## config.mk

```make
export PLATFORM = sky130hd
export DESIGN_NAME = ex_hazard_ctrl
export DESIGN_NICKNAME = d
export VERILOG_FILES = /design/src/rtl/ex_hazard_ctrl.sv
export SDC_FILE = /design/constraint.sdc
export NUM_CORES = 1
export LEC_CHECK = 0
export CORE_ASPECT_RATIO = 2
export CORE_MARGIN = 2
export CORE_UTILIZATION = 47
export CTS_CLUSTER_DIAMETER = 80
export DETAILED_ROUTE_END_ITERATION = 10
export GPL_TIMING_DRIVEN = 0
export PLACE_DENSITY = 0.8
export SYNTH_ARGS = -nofsm -noshare
export SYNTH_HDL_FRONTEND = slang
export SYNTH_SLANG_ARGS = --single-unit
export TNS_END_PERCENT = 50
```

## constraint.sdc

```tcl
create_clock -name clk -period 3.2 [get_ports clk]
set_input_delay 0.64 -clock clk [delete_from_list [all_inputs] [get_ports clk]]
set_output_delay 0.64 -clock clk [all_outputs]
set_load 0.01 [all_outputs]
```

## src/rtl/ex_hazard_ctrl.sv

```systemverilog
// ex_hazard_ctrl: sequencing controller for the EX stage and the EX/MEM register.
//   - Detects load-use hazards between ID and EX. It freezes PC and IF/ID for LOAD_STALL cycles
//     and bubbles ID/EX for the same cycles.
//   - Flushes IF/ID, ID/EX and EX/MEM for FLUSH_CYCLES cycles when a branch resolves taken in MEM.
//   - Generates ALU operand forwarding selects. MEM has priority over WB, and r0 is never forwarded.
//   - Keeps saturating debug counters of stall and flush events.
// Ports:
//   clk, reset                  clock, synchronous active-high reset
//   id_rs/id_rt, ex_rs/ex_rt    register fields in ID and EX
//   ex_memread                  EX instruction is a load
//   mem_rd/mem_regwrite         MEM destination and write enable
//   wb_rd/wb_regwrite           WB destination and write enable
//   branch_taken                branch in MEM resolved taken
//   pc_write, ifid_write        front-end load enables
//   idex_bubble                 zero ID/EX control
//   flush_if/flush_id/flush_ex  stage invalidates
//   fwd_a, fwd_b                operand selects: 00 regfile, 10 MEM, 01 WB
//   stall_cnt, flush_cnt        saturating event counters
module ex_hazard_ctrl #(
  parameter int unsigned LOAD_STALL   = 1,
  parameter int unsigned FLUSH_CYCLES = 1,
  parameter int unsigned CNT_W        = 16
) (
  input  logic             clk,
  input  logic             reset,
  input  logic [4:0]       id_rs,
  input  logic [4:0]       id_rt,
  input  logic [4:0]       ex_rs,
  input  logic [4:0]       ex_rt,
  input  logic             ex_memread,
  input  logic [4:0]       mem_rd,
  input  logic             mem_regwrite,
  input  logic [4:0]       wb_rd,
  input  logic             wb_regwrite,
  input  logic             branch_taken,
  output logic             pc_write,
  output logic             ifid_write,
  output logic             idex_bubble,
  output logic             flush_if,
  output logic             flush_id,
  output logic             flush_ex,
  output logic [1:0]       fwd_a,
  output logic [1:0]       fwd_b,
  output logic [CNT_W-1:0] stall_cnt,
  output logic [CNT_W-1:0] flush_cnt
);

  typedef enum logic [1:0] {StRun, StStall, StFlush} state_e;

  state_e           state_q, state_d;
  logic [3:0]       rem_q, rem_d;
  logic [CNT_W-1:0] stall_cnt_q, stall_cnt_d;
  logic [CNT_W-1:0] flush_cnt_q, flush_cnt_d;
  logic             hz;
  logic             stall_inc, flush_inc;

  localparam logic [3:0] StallRem = 4'(LOAD_STALL - 1);
  localparam logic [3:0] FlushRem = 4'(FLUSH_CYCLES - 1);

  assign hz = ex_memread && (ex_rt != 5'd0) && ((ex_rt == id_rs) || (ex_rt == id_rt));

  always_comb begin
    state_d     = state_q;
    rem_d       = rem_q;
    stall_inc   = 1'b0;
    flush_inc   = 1'b0;
    pc_write    = 1'b1;
    ifid_write  = 1'b1;
    idex_bubble = 1'b0;
    flush_if    = 1'b0;
    flush_id    = 1'b0;
    flush_ex    = 1'b0;

    if (reset) begin
      // Outputs stay at RUN defaults while reset is held, whatever state was left behind.
      state_d = StRun;
      rem_d   = 4'd0;
    end else begin
      unique case (state_q)
        StRun, StStall: begin
          if (branch_taken) begin
            // A taken branch wins over a new hazard and aborts a stall in progress.
            flush_if  = 1'b1;
            flush_id  = 1'b1;
            flush_ex  = 1'b1;
            flush_inc = 1'b1;
            if (FLUSH_CYCLES > 1) begin
              state_d = StFlush;
              rem_d   = FlushRem;
            end else begin
              state_d = StRun;
              rem_d   = 4'd0;
            end
          end else if (state_q == StStall) begin
            pc_write    = 1'b0;
            ifid_write  = 1'b0;
            idex_bubble = 1'b1;
            rem_d       = rem_q - 4'd1;
            if (rem_q == 4'd1) begin
              state_d = StRun;
            end
          end else if (hz) begin
            pc_write    = 1'b0;
            ifid_write  = 1'b0;
            idex_bubble = 1'b1;
            stall_inc   = 1'b1;
            if (LOAD_STALL > 1) begin
              state_d = StStall;
              rem_d   = StallRem;
            end
          end
        end
        StFlush: begin
          flush_if = 1'b1;
          flush_id = 1'b1;
          flush_ex = 1'b1;
          rem_d    = rem_q - 4'd1;
          if (rem_q == 4'd1) begin
            state_d = StRun;
          end
        end
        default: begin
          state_d = StRun;
          rem_d   = 4'd0;
        end
      endcase
    end
  end

  // Counters saturate at all-ones.
  always_comb begin
    stall_cnt_d = stall_cnt_q;
    flush_cnt_d = flush_cnt_q;
    if (stall_inc && (stall_cnt_q != {CNT_W{1'b1}})) begin
      stall_cnt_d = stall_cnt_q + 1'b1;
    end
    if (flush_inc && (flush_cnt_q != {CNT_W{1'b1}})) begin
      flush_cnt_d = flush_cnt_q + 1'b1;
    end
  end

  always_ff @(posedge clk) begin
    if (reset) begin
      state_q     <= StRun;
      rem_q       <= 4'd0;
      stall_cnt_q <= '0;
      flush_cnt_q <= '0;
    end else begin
      state_q     <= state_d;
      rem_q       <= rem_d;
      stall_cnt_q <= stall_cnt_d;
      flush_cnt_q <= flush_cnt_d;
    end
  end

  // Forwarding is independent of the sequencing state.
  always_comb begin
    fwd_a = 2'b00;
    fwd_b = 2'b00;
    if (mem_regwrite && (mem_rd != 5'd0) && (mem_rd == ex_rs)) begin
      fwd_a = 2'b10;
    end else if (wb_regwrite && (wb_rd != 5'd0) && (wb_rd == ex_rs)) begin
      fwd_a = 2'b01;
    end
    if (mem_regwrite && (mem_rd != 5'd0) && (mem_rd == ex_rt)) begin
      fwd_b = 2'b10;
    end else if (wb_regwrite && (wb_rd != 5'd0) && (wb_rd == ex_rt)) begin
      fwd_b = 2'b01;
    end
  end

  assign stall_cnt = stall_cnt_q;
  assign flush_cnt = flush_cnt_q;

endmodule

```

==> impl_metrics.ini <==
[synth]
synth_warnings = 0
yosysUniqueCellTypes = 46
synth_area_sq_mm = 0.00251
synthFlopType = dfxtp_1
synth_seq_cells = 38
syn_area_per_cell_sq_um = 8.06
synthArstFlopShare_pct = 0
syn_nets = 352
syn_inst = 312
seq_area_frac_synth_pct = 30.3
synth-edff-count = 0

[die]
rows = 37
ios = 78
die_w_microns = 55.7
coreArea_sq_mm = 0.00514
start_util_pct = 48.9
die_height_microns = 107
die_area_sq_mm = 0.00598

[status]
status = complete, no violations

[route]
viasPerCell = 5.90
postRouteAntennaNets = 0
drt_wl_total_mm = 7.52
drc = 0
firstDrtPassIters = 4
vias = 2656
drtIter0Drc = 94
post_drt_wl_per_cell_microns = 16.7

[final_layout]
area_delta_synth_final_pct = 39.3
post-route-util_pct = 68.1
final_common_cell = clkdlybuf4s50_1
finalNetCount = 431
layout-drive-gt1-share_pct = 12.5
final_cell_mix = 67 x clkdlybuf4s50_1, 38 x dfxtp_1, 36 x nor2_1, 24 x xor2_1
antenna_cells = 0
layout.cells.non_filler = 450

[global_routing]
grt-ovfl-total = 0
grt_pass1_wl_mm = 12.0
track_usage_pct = 25.4
grt_max_degree = 19
grt_pass1_vias = 2578
antenna_found_initial = 0

[clocking]
cts_hold_buf = 0
cts_sinks = 38
numCtsBuffers = 5
clk_pin_slew_ps = 70
clk_latency_ps = 300
cts_tree = yes
root_buffer = clkbuf_8
cts_buffer_depth = 2
htree_num_levels = 2

[timing]
rsz0062_at_grt = true
fin_setup_tns_ps = 0
slew_viol_final = 0
fin_skew_ps = 10.4
worst_slew_pin_slew_ps = 640
fin_ws_ps = 58.5
max_freq_mhz = 318
setup_viol = 0
finalHoldViolCount = 0
fin_crit_ps = 3140
timing.final.crit_share_pct = 98.2
slew_headroom_pct = 57.0

[placement]
finalWeightedCongestion = 0.936
place_inst = 441
hpwl_mm = 5.75
io_buffers = 71
pre_cts_slack_ps = -950

[setup_path]
start_kind = input pin
critPathCaptureType = output pin
crit_type = in -> out
required_ps = 2560
crit_fanout = 2
cp.arrival_ps = 2500

[hold_path]
hold_class = reg -> reg

[power]
ir_worst_vdd_mv = 0.396
p_leak_nw = 1.21
p_total_w = 0.00115
p_per_area_mw_per_mm2 = 328

[job]
drv_cap = 0
## critical path: stages
cell and delay (ps):
clkdlybuf4s50_1 490, xor2_1 250, nor3_2 80, a22oi_2 230, buf_6 140, nor2_2 40
o21a_1 170, clkdlybuf4s50_1 470
## cells by family after synthesis
| logic type | after synthesis | share of synthesized area (%) |
|---|---|---|
| mux | 11 | 4.78 |
| simple gates | 142 | 30.9 |
| flops | 38 | 30.3 |
| xor+xnor | 43 | 15.0 |
| compound gates | 48 | 12.3 |
| fa+ha+maj | 4 | 1.99 |
| buf+inv | 26 | 4.78 |
## final cells by class
| cell class | instances | area [sq um] |
|---|---|---|
| clock buffers | 6 | 82.6 |
| multi-input cells | 248 | 1690 |
| inverters | 8 | 30.0 |
| fillers | 436 | 1640 |
| clock inverters | 2 | 60.1 |
| well taps | 58 | 72.6 |
| repair buffers | 73 | 717 |
| flip-flops and latches | 38 | 761 |
| plain buffers | 17 | 92.6 |
## per-stage QoR
| stage | cell area, sq um | hold WS (ps) |
|---|---|---|
| final | 3500 | 530 |
| after global routing | 3500 | 551 |
| after CTS | 3470 | 530 |
| after detailed placement | 3300 | 516 |
| after global placement | 3300 | 498 |
| after floorplan | 2510 | 499 |
## worst paths after layout
check | from | to | slack, ps | cells after the start
setup / recovery | id_rt[4] | idex_bubble | 60 | 8
hold / removal | flush_cnt[7] | flush_cnt[7] | 530 | 2
setup reg to reg | flush_cnt[0] | flush_cnt[3] | 1050 | 7
hold reg to reg | flush_cnt[7] | flush_cnt[7] | 530 | 2
## per-layer routing
layer  up-vias  part of all wire (%)  wire length [microns]  track usage [%]
met1      1248                    34                   2520             22.0
met4         0                   5.4                    404             15.2
met3        29                   5.5                    413             4.57
met5         -                     0                      0                0
met2       101                    56                   4180             51.4
li1       1278                     -                      -                -
## cells in the mapped netlist (4+ instances only)
library cell | instances | area (sq um)
nor2_1 | 37 | 139
a21oi_1 | 16 | 80.1
nor4_1 | 15 | 93.8
mux2_2 | 8 | 90.1
nand4_1 | 14 | 87.6
buf_2 | 9 | 45.0
or4_1 | 8 | 60.1
ha_1 | 4 | 50.1
inv_1 | 8 | 30.0
o21ai_0 | 8 | 40.0
a211oi_1 | 4 | 30.0
nand2_1 | 17 | 63.8
nor3_1 | 12 | 60.1
nand3_1 | 13 | 65.1
xor2_1 | 26 | 228
xnor2_1 | 17 | 149
o31ai_1 | 6 | 45.0
dfxtp_1 | 38 | 761
clkbuf_1 | 4 | 15.0
nor2b_1 | 7 | 43.8
## flip-flops by register name, indices dropped and copies added (netlist names)
register / flops
state_q: 2
rem_q: 4
flush_cnt: 16
stall_cnt: 16
## where the power goes
group          internal (W)  leakage (nW)  switching (W)
logic             0.0000791         0.828      0.0000843
clock network      0.000333        0.0714       0.000175
registers          0.000474         0.306     0.00000272
total              0.000886          1.21       0.000262
## timing repair
action,4_1_cts,5_1_grt
resized for setup,13,13
setup buffers,2,0
pin swaps,1,2
endpoints found under the setup margin,8,5
No activity file was read; power rests on OpenSTA's default activity.
